===== config.mk =====
export PLATFORM = sky130hd
export DESIGN_NAME = out_i2s_flat
export DESIGN_NICKNAME = d
export VERILOG_FILES = /design/src/rtl/i2s_pkg.sv /design/src/rtl/out_i2s_if.sv /design/src/rtl/i2s_clkgen.sv /design/src/rtl/out_i2s.sv /design/src/flat_wrapper.sv
export SDC_FILE = /design/constraint.sdc
export NUM_CORES = 1
export LEC_CHECK = 0
export BUFFER_PORTS_ARGS = -buffer_cell sky130_fd_sc_hd__buf_2
export CORE_AREA = 2 2 95 97
export DETAILED_ROUTE_END_ITERATION = 7
export DIE_AREA = 0 0 97 99
export HOLD_SLACK_MARGIN = 0.1
export PLACE_DENSITY = 0.61
export SKIP_LAST_GASP = 1
export SYNTH_ARGS = -nofsm -noshare
export SYNTH_HDL_FRONTEND = slang
export SYNTH_SLANG_ARGS = --single-unit
export TNS_END_PERCENT = 10

===== constraint.sdc =====
create_clock -name clk -period 4.6 [get_ports clk]
set_input_delay 0 -clock clk [delete_from_list [all_inputs] [get_ports clk]]
set_output_delay 0 -clock clk [all_outputs]
set_load 0.03 [all_outputs]

===== src/rtl/i2s_pkg.sv =====
// rtl/i2s_pkg.sv - shared I2S defaults and word-select polarity
package i2s_pkg;

    localparam int I2S_DATA_WIDTH = 16;
    localparam int I2S_SLOT_WIDTH = 32;

    typedef enum logic {
        LRC_LEFT  = 1'b0,
        LRC_RIGHT = 1'b1
    } lrc_e;

endpackage


===== src/rtl/out_i2s_if.sv =====
// rtl/out_i2s_if.sv - stereo sample pair handshake into the I2S transmitter
interface out_i2s_if #(
    parameter int DATA_WIDTH = 16
) ();

    logic [DATA_WIDTH-1:0] in_left_data;
    logic [DATA_WIDTH-1:0] in_right_data;
    logic                  in_valid;
    logic                  in_ready;

    modport master (
        output in_left_data,
        output in_right_data,
        output in_valid,
        input  in_ready
    );

    modport slave (
        input  in_left_data,
        input  in_right_data,
        input  in_valid,
        output in_ready
    );

endinterface


===== src/rtl/i2s_clkgen.sv =====
// rtl/i2s_clkgen.sv - BCLK divider, frame bit counter and fall-event strobe
module i2s_clkgen
    import i2s_pkg::*;
#(
    parameter int SLOT_WIDTH = I2S_SLOT_WIDTH,
    parameter int BCLK_DIV   = 2
) (
    input  logic                            clk,
    input  logic                            ADCLRC,
    output logic                            bclk,
    output logic                            fall,
    output logic                            frame_start,
    output logic [$clog2(2*SLOT_WIDTH)-1:0] bit_cnt_nxt
);

    localparam int CNT_W = $clog2(2*SLOT_WIDTH);
    localparam int DIV_W = (BCLK_DIV > 1) ? $clog2(BCLK_DIV) : 1;
    localparam logic [DIV_W-1:0] DIV_LAST = DIV_W'(BCLK_DIV - 1);
    localparam logic [CNT_W-1:0] CNT_LAST = CNT_W'(2*SLOT_WIDTH - 1);

    logic [DIV_W-1:0] div_cnt;
    logic [CNT_W-1:0] bit_cnt;
    logic             div_wrap;

    assign div_wrap    = (div_cnt == DIV_LAST);
    assign fall        = div_wrap && bclk;
    assign frame_start = fall && (bit_cnt == CNT_LAST);
    assign bit_cnt_nxt = (bit_cnt == CNT_LAST) ? '0 : bit_cnt + 1'b1;

    // bit_cnt parks at the last position so the first fall after reset opens a frame
    always_ff @(posedge clk or negedge ADCLRC) begin
        if (!ADCLRC) begin
            div_cnt <= '0;
            bclk    <= 1'b0;
            bit_cnt <= CNT_LAST;
        end else begin
            div_cnt <= div_wrap ? '0 : div_cnt + 1'b1;
            if (div_wrap) begin
                bclk <= ~bclk;
            end
            if (fall) begin
                bit_cnt <= bit_cnt_nxt;
            end
        end
    end

endmodule


===== src/rtl/out_i2s.sv =====
// rtl/out_i2s.sv - I2S transmitter: one-deep sample holding register feeding left/right shifters
module out_i2s
    import i2s_pkg::*;
#(
    parameter int DATA_WIDTH = I2S_DATA_WIDTH,
    parameter int SLOT_WIDTH = I2S_SLOT_WIDTH,
    parameter int BCLK_DIV   = 2
) (
    input  logic      clk,
    input  logic      ADCLRC,
    out_i2s_if.slave  s_in,
    output logic      BCLK,
    output logic      DACLRC,
    output logic      DACDAT,
    output logic      underrun
);

    localparam int CNT_W = $clog2(2*SLOT_WIDTH);
    localparam logic [CNT_W-1:0] SLOT_POS  = CNT_W'(SLOT_WIDTH);
    localparam logic [CNT_W-1:0] DATA_LAST = CNT_W'(DATA_WIDTH);

    logic                  fall;
    logic                  frame_start;
    logic [CNT_W-1:0]      bit_cnt_nxt;
    logic [CNT_W-1:0]      pos;
    logic                  right_slot;
    logic                  data_slot;
    logic                  full;
    logic                  accept;
    logic [DATA_WIDTH-1:0] hold_left;
    logic [DATA_WIDTH-1:0] hold_right;
    logic [DATA_WIDTH-1:0] left_sr;
    logic [DATA_WIDTH-1:0] right_sr;

    i2s_clkgen #(
        .SLOT_WIDTH (SLOT_WIDTH),
        .BCLK_DIV   (BCLK_DIV)
    ) u_clkgen (
        .clk         (clk),
        .ADCLRC      (ADCLRC),
        .bclk        (BCLK),
        .fall        (fall),
        .frame_start (frame_start),
        .bit_cnt_nxt (bit_cnt_nxt)
    );

    assign s_in.in_ready = !full;
    assign accept        = s_in.in_valid && !full;

    // Slot position of the bit that goes out at this fall; position 0 is the one-bit I2S delay
    assign right_slot = (bit_cnt_nxt >= SLOT_POS);
    assign pos        = right_slot ? bit_cnt_nxt - SLOT_POS : bit_cnt_nxt;
    assign data_slot  = (pos != '0) && (pos <= DATA_LAST);

    // A frame start with an empty register can coincide with an accept; that sample waits a frame
    always_ff @(posedge clk or negedge ADCLRC) begin
        if (!ADCLRC) begin
            full       <= 1'b0;
            hold_left  <= '0;
            hold_right <= '0;
        end else if (accept) begin
            full       <= 1'b1;
            hold_left  <= s_in.in_left_data;
            hold_right <= s_in.in_right_data;
        end else if (frame_start) begin
            full <= 1'b0;
        end
    end

    always_ff @(posedge clk or negedge ADCLRC) begin
        if (!ADCLRC) begin
            left_sr  <= '0;
            right_sr <= '0;
            DACLRC   <= LRC_LEFT;
            DACDAT   <= 1'b0;
            underrun <= 1'b0;
        end else begin
            underrun <= frame_start && !full;
            if (frame_start) begin
                left_sr  <= full ? hold_left  : '0;
                right_sr <= full ? hold_right : '0;
            end
            if (fall) begin
                DACLRC <= right_slot ? LRC_RIGHT : LRC_LEFT;
                DACDAT <= 1'b0;
                if (data_slot && !right_slot) begin
                    DACDAT  <= left_sr[DATA_WIDTH-1];
                    left_sr <= left_sr << 1;
                end else if (data_slot && right_slot) begin
                    DACDAT   <= right_sr[DATA_WIDTH-1];
                    right_sr <= right_sr << 1;
                end
            end
        end
    end

endmodule


===== src/flat_wrapper.sv =====
// flat-port wrapper written by rule: the top's interface ports become plain ports
module out_i2s_flat import i2s_pkg::*;
#(
    parameter int DATA_WIDTH = I2S_DATA_WIDTH,
    parameter int SLOT_WIDTH = I2S_SLOT_WIDTH,
    parameter int BCLK_DIV   = 2
)
  (clk, ADCLRC, BCLK, DACLRC, DACDAT, underrun, s_in_in_left_data, s_in_in_right_data, s_in_in_valid, s_in_in_ready);
  out_i2s_if #(.DATA_WIDTH(DATA_WIDTH)) s_in_i ();
  input  logic clk;
  input  logic ADCLRC;
  output logic BCLK;
  output logic DACLRC;
  output logic DACDAT;
  output logic underrun;
  input wire logic [$bits(s_in_i.in_left_data)-1:0] s_in_in_left_data;
  input wire logic [$bits(s_in_i.in_right_data)-1:0] s_in_in_right_data;
  input wire logic [$bits(s_in_i.in_valid)-1:0] s_in_in_valid;
  output wire logic [$bits(s_in_i.in_ready)-1:0] s_in_in_ready;
  assign s_in_i.in_left_data = s_in_in_left_data;
  assign s_in_i.in_right_data = s_in_in_right_data;
  assign s_in_i.in_valid = s_in_in_valid;
  assign s_in_in_ready = s_in_i.in_ready;
  out_i2s #(.DATA_WIDTH(DATA_WIDTH), .SLOT_WIDTH(SLOT_WIDTH), .BCLK_DIV(BCLK_DIV)) u_core (.clk(clk), .ADCLRC(ADCLRC), .s_in(s_in_i), .BCLK(BCLK), .DACLRC(DACLRC), .DACDAT(DACDAT), .underrun(underrun));
endmodule

==> load_flow_metrics.sql, run 1 <==
INSERT INTO impl_metrics (metric_group, metric, value, unit) VALUES
('worst_setup_path', 'cp.required', '4.88', 'ns'),
('place', 'hpwlAfterDp', '4330', 'um'),
('floorplan', 'start_util', '41.2', '%'),
('floorplan', 'core_region_area', '0.00855', 'mm^2'),
('floorplan', 'die_width', '97', 'um'),
('synthesis', 'synthesis.area', '0.00352', 'mm^2'),
('timing', 'maxClockFrequency', '394', 'MHz'),
('grt', 'grt_util_all_layers', '15.3', '%'),
('floorplan', 'fp.dieH', '99', 'um'),
('timing', 'period_needed', '2.54', 'ns'),
('timing', 'hold_slack', '0.339', 'ns'),
('grt', 'grt_first_pass_wirelength', '11700', 'um'),
('routing', 'dr.first_iter.drc_count', '117', ''),
('synthesis', 'synth_ff_type', 'sky130_fd_sc_hd__dfrtp_1', ''),
('cts', 'clockBufferDepth', '2', ''),
('worst_setup_path', 'worst_setup_path_end_kind', 'flip-flop', ''),
('timing', 'timing.final.hold_violations', '0', ''),
('synthesis', 'yosys_warnings', '0', ''),
('cts', 'worstSkewPairLatency', '0.34', 'ns'),
('timing', 'timing.final.setup_violations', '0', ''),
('timing', 'rsz0062_at_grt', 'false', ''),
('run_status', 'result_of_the_run', 'finished clean', ''),
('timing', 'timing.final.crit_share', '55.2', '%'),
('layout', 'layout.nets', '396', ''),
('worst_setup_path', 'rr_worst_depth', '6', ''),
('timing', 'setup_ws', '2.06', 'ns'),
('synthesis', 'ys_types', '42', ''),
('routing', 'via_count', '2473', ''),
('routing', 'drt_drc_violations_left', '0', ''),
('power_and_ir_drop', 'p_clk_share', '34.6', '%'),
('layout', 'post_route_cells_drive_above_1_share', '30.9', '%'),
('grt', 'antenna_found_initial', '0', ''),
('cts', 'clock_tree.htree_level_count', '3', ''),
('timing', 'setup-tns-final', '0', 'ns'),
('cts', 'cts_buf_count', '9', ''),
('power_and_ir_drop', 'int_power', '0.00119', 'W'),
('cts', 'cts_setup_buffers', '0', ''),
('grt', 'grt_start_max_net_pins', '77', ''),
('place', 'place.port_buffers', '39', ''),
('power_and_ir_drop', 'switching_power', '0.000357', 'W'),
('worst_setup_path', 'timing_worst_setup_path_type', 'flip-flop to flip-flop', ''),
('synthesis', 'netlist_instances', '298', ''),
('routing', 'route.final.wire_length', '6910', 'um'),
('worst_setup_path', 'crit-reg2reg-launch', 'u_core.u_clkgen.bit_cnt[0]', ''),
('power_and_ir_drop', 'vdd_ir_drop_max', '0.218', 'mV'),
('timing', 'worst_rel_slew_slack', '37.7', '%'),
('floorplan', 'design.die.area', '0.00960', 'mm^2'),
('worst_setup_path', 'rr_endpoint', 'u_core.left_sr[13]', ''),
('place', 'place.gp.congestion', '0.831', ''),
('layout', 'syn2layout_area_growth', '21.3', '%'),
('place', 'placement.setup.worst_slack', '2.08', 'ns'),
('synthesis', 'syn_nets', '335', ''),
('timing', 'finalMaxSlewViolations', '0', ''),
('cts', 'tritoncts', 'done', ''),
('power_and_ir_drop', 'combPwrFrac', '11.0', '%'),
('routing', 'firstDrtPassIters', '4', ''),
('worst_setup_path', 'crit_fanout', '15', ''),
('synthesis', 'synth_enable_flop_cells', '0', ''),
('cts', 'cts.clk_slew.worst_paths', '0.08', 'ns'),
('worst_setup_path', 'crit_arrival', '2.81', 'ns'),
('run', 'drv.max_cap_violation_count', '0', ''),
('timing', 'tightestPinTransition', '0.934', 'ns'),
('timing', 'finalClockSkew', '0.0102', 'ns'),
('cts', 'cts_num_sinks', '76', ''),
('synthesis', 'syn-mean-instance-area', '11.8', 'um^2'),
('routing', 'route.detailed.vias_per_inst', '5.26', ''),
('routing', 'number_of_antenna_violating_nets_in_the_routed_design', '0', ''),
('routing', 'route.detailed.wl_per_inst', '14.7', 'um'),
('worst_setup_path', 'reg2reg_setup_slack', '2.06', 'ns'),
('hold_path', 'min-delay-path-class', 'input pin to async pin', ''),
('worst_setup_path', 'cp_cell_sequence', 'ha_1, nand3_1, mux2i_1, mux2_4, o21ai_2, o221a_1', '');
-- power by group through the flow --
stage | registers, W | clock network [W] | logic, W
detailed placement | 0.000856 | 0 | 0.000152
finish | 0.000842 | 0.000534 | 0.000170
floorplan | 0.000828 | 0 | 0.000113
CTS | 0.000844 | 0.000548 | 0.000173
global placement | 0.000853 | 0 | 0.000144
global route | 0.000858 | 0.000577 | 0.000189
-- cells in the mapped netlist, types with 3 or more instances --
cell                       number  area, um^2
sky130_fd_sc_hd__a21o_1         3        22.5
sky130_fd_sc_hd__a21oi_1       36         180
sky130_fd_sc_hd__a221oi_1      11        96.3
sky130_fd_sc_hd__a221oi_2       4        60.1
sky130_fd_sc_hd__buf_4          4        30.0
sky130_fd_sc_hd__buf_6          4        45.0
sky130_fd_sc_hd__clkbuf_1      15        56.3
sky130_fd_sc_hd__dfrtp_1       70        1750
sky130_fd_sc_hd__dfstp_2        6         158
sky130_fd_sc_hd__inv_1         19        71.3
sky130_fd_sc_hd__mux2_2        32         360
sky130_fd_sc_hd__nand2_1       11        41.3
sky130_fd_sc_hd__nand3_1        5        25.0
sky130_fd_sc_hd__nor2_1         8        30.0
sky130_fd_sc_hd__nor2b_1        3        18.8
sky130_fd_sc_hd__o21ai_0       16        80.1
sky130_fd_sc_hd__o221a_1        9         101
sky130_fd_sc_hd__o221a_2        6        67.6
sky130_fd_sc_hd__o22ai_1        3        18.8
sky130_fd_sc_hd__xor2_1         3        26.3
-- logic make-up after synthesis --
kind of cell | Yosys count | share of synthesized area, %
AO/OA/AOI/OAI | 101 | 21.7
flip-flops | 76 | 54.2
buffers and inverters | 44 | 6.04
multiplexers | 35 | 11.2
AND/OR/NAND/NOR | 35 | 4.83
XOR/XNOR | 5 | 1.24
adder cells (fa/ha/maj) | 2 | 0.711
-- final cells by class --
| type | instances | area, um^2 |
|---|---|---|
| Sequential cell | 76 | 1910 |
| Fill cell | 763 | 4280 |
| Clock buffer | 9 | 124 |
| Inverter | 19 | 71.3 |
| Tap cell | 108 | 135 |
| Clock inverter | 5 | 78.8 |
| Timing Repair Buffer | 75 | 551 |
| Multi-Input combinational cell | 178 | 1400 |
-- worst max-delay path by stage --
stage	from	depth (start not counted)	to
floorplan	u_core.u_clkgen.bit_cnt[0]	8	u_core.left_sr[10]
global placement	u_core.u_clkgen.bit_cnt[0]	6	u_core.left_sr[5]
detailed placement	u_core.u_clkgen.bit_cnt[0]	6	u_core.left_sr[8]
CTS	u_core.u_clkgen.bit_cnt[0]	6	u_core.left_sr[13]
global route	u_core.u_clkgen.bit_cnt[0]	6	u_core.left_sr[4]
finish	u_core.u_clkgen.bit_cnt[0]	6	u_core.left_sr[13]
-- sequential cells by signal, summed over array words and instances (netlist names) --
| name | cells |
|---|---|
| u_core.hold_right | 16 |
| u_core.u_clkgen.bclk | 1 |
| u_core.full | 1 |
| u_core.underrun | 1 |
| u_core.DACLRC | 1 |
| u_core.u_clkgen.div_cnt | 1 |
| u_core.left_sr | 16 |
| u_core.u_clkgen.bit_cnt | 6 |
| u_core.right_sr | 16 |
| u_core.DACDAT | 1 |
| u_core.hold_left | 16 |
-- per-layer routing --
layer | track usage (%) | wire length (um) | up-vias
li1 | - | - | 1221
met1 | 19.6 | 3190 | 1204
met2 | 25.4 | 3440 | 42
met3 | 3.33 | 177 | 6
met4 | 5.85 | 104 | 0
met5 | 0 | 0 | -
-- metrics by stage --
step | utilization [%] | cell area (um^2) | std cells
global route | 49.9 | 4270 | 470
CTS | 49.9 | 4270 | 470
floorplan | - | 3520 | 298
global placement | 43.7 | 3740 | 423
detailed placement | 43.7 | 3740 | 423
finish | 49.9 | 4270 | 470
-- repair_timing --
| item | 4_1_cts | 5_1_grt |
|---|---|---|
| hold buffers | 33 | 0 |
| endpoints found under the hold margin | 102 | 0 |
| endpoints found under the setup margin | 0 | 0 |
-- cell usage in the layout (no fill, tap or decap), types with 4 or more instances in the layout --
cell | Yosys | layout
sky130_fd_sc_hd__a21oi_1 | 36 | 36
sky130_fd_sc_hd__a221oi_1 | 11 | 11
sky130_fd_sc_hd__a221oi_2 | 4 | 4
sky130_fd_sc_hd__buf_2 | 2 | 38
sky130_fd_sc_hd__buf_4 | 4 | 4
sky130_fd_sc_hd__clkbuf_8 | 0 | 9
sky130_fd_sc_hd__dfrtp_1 | 70 | 70
sky130_fd_sc_hd__dfstp_2 | 6 | 6
sky130_fd_sc_hd__dlygate4sd3_1 | 0 | 33
sky130_fd_sc_hd__inv_1 | 19 | 19
sky130_fd_sc_hd__mux2_2 | 32 | 32
sky130_fd_sc_hd__nand2_1 | 11 | 11
sky130_fd_sc_hd__nand3_1 | 5 | 5
sky130_fd_sc_hd__nor2_1 | 8 | 8
sky130_fd_sc_hd__o21ai_0 | 16 | 16
sky130_fd_sc_hd__o221a_1 | 9 | 9
sky130_fd_sc_hd__o221a_2 | 6 | 6
No activity file was read; power rests on OpenSTA's default activity.
==> run 2: changes to the inputs <==
PLACE_DENSITY = 0.63   (was 0.61)
clock period = 2.1 ns   (was 4.6 ns; I/O delays follow)
==> run 2 against run 1 <==
Core utilization rose by 3.2 points. Wire length rose by 11%. Clock skew rose by 0.0037 ns. Power rose by 110%. Worst setup slack got worse by 2.1 ns. The flow now finishes with violations (setup timing). Largest cell class unchanged. Global-route usage rose by 1.5 points. Via count rose by 6.5%. Critical path depth did not move.
==> load_flow_metrics.sql, run 2 (synthesis results as in run 1) <==
INSERT INTO impl_metrics (metric_group, metric, value, unit) VALUES
('run_status', 'result_of_the_run', 'complete, but fails checks', ''),
('run_status', 'failing_checks', 'setup timing', ''),
('layout', 'fillers', '747', ''),
('worst_setup_path', 'rr_worst_depth', '6', ''),
('cts', 'tritoncts', 'done', ''),
('cts', 'cts_buf_count', '9', ''),
('grt', 'grtUsageMet1', '22.1', '%'),
('worst_setup_path', 'worst_setup_path_end_kind', 'flip-flop', ''),
('worst_setup_path', 'timing.critical_path.from_type', 'flip-flop', ''),
('cts', 'clock_tree.htree_level_count', '3', ''),
('timing', 'worst_rel_slew_slack', '38.1', '%'),
('grt', 'antenna_found_initial', '0', ''),
('worst_setup_path', 'cp.required', '2.34', 'ns'),
('floorplan', 'die_width', '97', 'um'),
('timing', 'maxClockFrequency', '464', 'MHz'),
('timing', 'setup_ws', '-0.0544', 'ns'),
('routing', 'dr.first_iter.drc_count', '225', ''),
('layout', 'layout_common_cells', 'sky130_fd_sc_hd__dfrtp_1 (70), sky130_fd_sc_hd__buf_2 (38), sky130_fd_sc_hd__a21oi_1 (35), sky130_fd_sc_hd__dlygate4sd3_1 (33), sky130_fd_sc_hd__mux2_2 (32)', ''),
('layout', 'post_route_cells_drive_above_1_share', '39.9', '%'),
('worst_setup_path', 'crit-reg2reg-launch', 'u_core.u_clkgen.bit_cnt[1]', ''),
('layout', 'multiInputGateArea', '0.00157', 'mm^2'),
('timing', 'timing.final.setup_violations', '19', ''),
('place', 'place.gp.congestion', '0.779', ''),
('floorplan', 'floorplan.rows', '34', ''),
('place', 'hpwlAfterDp', '4450', 'um'),
('layout', 'num_antenna_cells', '0', ''),
('grt', 'grt_first_pass_wirelength', '12900', 'um'),
('cts', 'cts.clk_slew.worst_paths', '0.09', 'ns'),
('timing', 'finalClockSkew', '0.0139', 'ns'),
('place', 'place.port_buffers', '39', ''),
('floorplan', 'design.die.area', '0.00960', 'mm^2'),
('timing', 'finalMaxSlewViolations', '0', ''),
('worst_setup_path', 'cp_slowest_cell', 'sky130_fd_sc_hd__dfstp_2', ''),
('cts', 'ctsRootBufferMaster', 'sky130_fd_sc_hd__clkbuf_8', ''),
('timing', 'timing.final.crit_share', '103', '%'),
('routing', 'route.final.wire_length', '7640', 'um'),
('place', 'placed_cell_area', '0.00387', 'mm^2'),
('timing', 'timing.final.hold_violations', '0', ''),
('routing', 'drt_drc_violations_left', '0', ''),
('grt', 'global_route.usage.met2', '27.4', '%'),
('cts', 'worstSkewPairLatency', '0.36', 'ns'),
('worst_setup_path', 'crit_arrival', '2.39', 'ns'),
('timing', 'rsz0062_at_grt', 'true', ''),
('floorplan', 'fp.dieH', '99', 'um'),
('grt', 'grt_util_all_layers', '16.8', '%'),
('grt', 'globalRouteOverflowTotal', '0', ''),
('worst_setup_path', 'cp_cell_sequence', 'ha_4, nand3_4, mux2i_2, mux2_4, o31a_4, o221a_2', ''),
('layout', 'layout.nets', '414', ''),
('grt', 'grt_start_max_net_pins', '77', ''),
('worst_setup_path', 'critical_path.top_delay_family', 'compound AO/OA/AOI/OAI gates', ''),
('worst_setup_path', 'crit_fanout', '8', ''),
('floorplan', 'number_of_ports_placed_on_the_die_boundary', '40', ''),
('worst_setup_path', 'critPathBufInv', '0', ''),
('routing', 'number_of_antenna_violating_nets_in_the_routed_design', '0', ''),
('hold_path', 'min-delay-path-class', 'input pin to async pin', ''),
('timing', 'period_needed', '2.15', 'ns'),
('floorplan', 'core_region_area', '0.00855', 'mm^2'),
('layout', 'stdcell_area', '0.00455', 'mm^2'),
('worst_setup_path', 'timing_worst_setup_path_type', 'flip-flop to flip-flop', ''),
('worst_setup_path', 'reg2reg_setup_slack', '-0.05', 'ns'),
('place', 'placement.setup.worst_slack', '-0.110', 'ns'),
('cts', 'cts_num_sinks', '76', ''),
('grt', 'globalRouteMet3Util', '3.40', '%'),
('routing', 'route.detailed.vias_per_inst', '5.38', ''),
('worst_setup_path', 'cp_slowest_stage_delay', '0.59', 'ns'),
('routing', 'via_count', '2633', ''),
('worst_setup_path', 'rr_endpoint', 'u_core.left_sr[1]', ''),
('layout', 'syn2layout_area_growth', '29.1', '%'),
('layout', 'ff_latch_area', '0.00191', 'mm^2'),
('grt', 'first_global_vias', '2675', ''),
('grt', 'global_route.peak_usage_layer', 'met2', ''),
('routing', 'route.detailed.wl_per_inst', '15.6', 'um'),
('floorplan', 'start_util', '41.2', '%'),
('timing', 'tightestPinTransition', '0.929', 'ns'),
('cts', 'clockBufferDepth', '2', ''),
('power_and_ir_drop', 'vdd_ir_drop_max', '0.517', 'mV'),
('routing', 'firstDrtPassIters', '4', ''),
('power_and_ir_drop', 'p_per_area', '727', 'mW/mm^2'),
('run', 'drv.max_cap_violation_count', '0', ''),
('layout', 'layout.cells.most_common', 'sky130_fd_sc_hd__dfrtp_1', ''),
('power_and_ir_drop', 'leakagePower', '1.91', 'nW');
## run 2: layer usage
layer / vias to the layer above / wire (um)
met5: - / 0
met4: 0 / 129
met3: 9 / 289
met2: 62 / 3710
met1: 1305 / 3520
li1: 1257 / -
## run 2: stage by stage
stage	power, W	utilization [%]	TNS (ns)	hold WS, ns	instances
after floorplan	0.00206	-	-0.0614	-0.296	298
final	0.00331	53.2	-0.637	0.308	489
after detailed placement	0.00219	45.3	-2.43	0.206	437
after global routing	0.00345	53.2	-3.16	0.406	489
after global placement	0.00218	45.3	-1.19	0.203	437
after CTS	0.00334	53.1	-0.865	0.362	489
## run 2: cell type report
cell class	instances	share of cell area, %
clock buffers	9	2.72
clock inverters	6	1.40
multi-input cells	181	34.5
well taps	108	2.97
inverters	19	1.57
flip-flops and latches	76	42.0
repair buffers	90	14.9
## run 2: worst register-to-register path, delay by kind of cell (launching register included)
| family | cells | cell delay (ns) |
|---|---|---|
| flip-flops | 1 | 0.59 |
| multiplexers | 2 | 0.51 |
| adder cells (fa/ha/maj) | 1 | 0.21 |
| AO/OA/AOI/OAI | 2 | 0.64 |
| AND/OR/NAND/NOR | 1 | 0.09 |
## run 2: repair_timing
item	CTS	global route
hold buffers	33	0
pin swaps	4	2
gates cloned	3	0
setup buffers	1	0
endpoints found under the setup margin	31	32
hold endpoints to repair	102	0
resized for setup	20	3
## run 2: worst max path at each step
stage / endpoint / start / depth (start not counted)
global route: u_core.left_sr[2] / u_core.u_clkgen.bit_cnt[1] / 6
detailed placement: u_core.left_sr[9] / u_core.u_clkgen.bit_cnt[1] / 6
finish: u_core.left_sr[1] / u_core.u_clkgen.bit_cnt[1] / 6
global placement: u_core.left_sr[5] / u_core.u_clkgen.bit_cnt[1] / 6
floorplan: u_core.left_sr[10] / u_core.u_clkgen.bit_cnt[0] / 7
CTS: u_core.right_sr[10] / u_core.u_clkgen.bit_cnt[1] / 7
## run 2: power breakdown
group	internal (W)	switching, W	leakage, nW
clock	0.000542	0.000553	0.0915
combinational	0.000248	0.000133	0.855
sequential	0.00170	0.000128	0.961
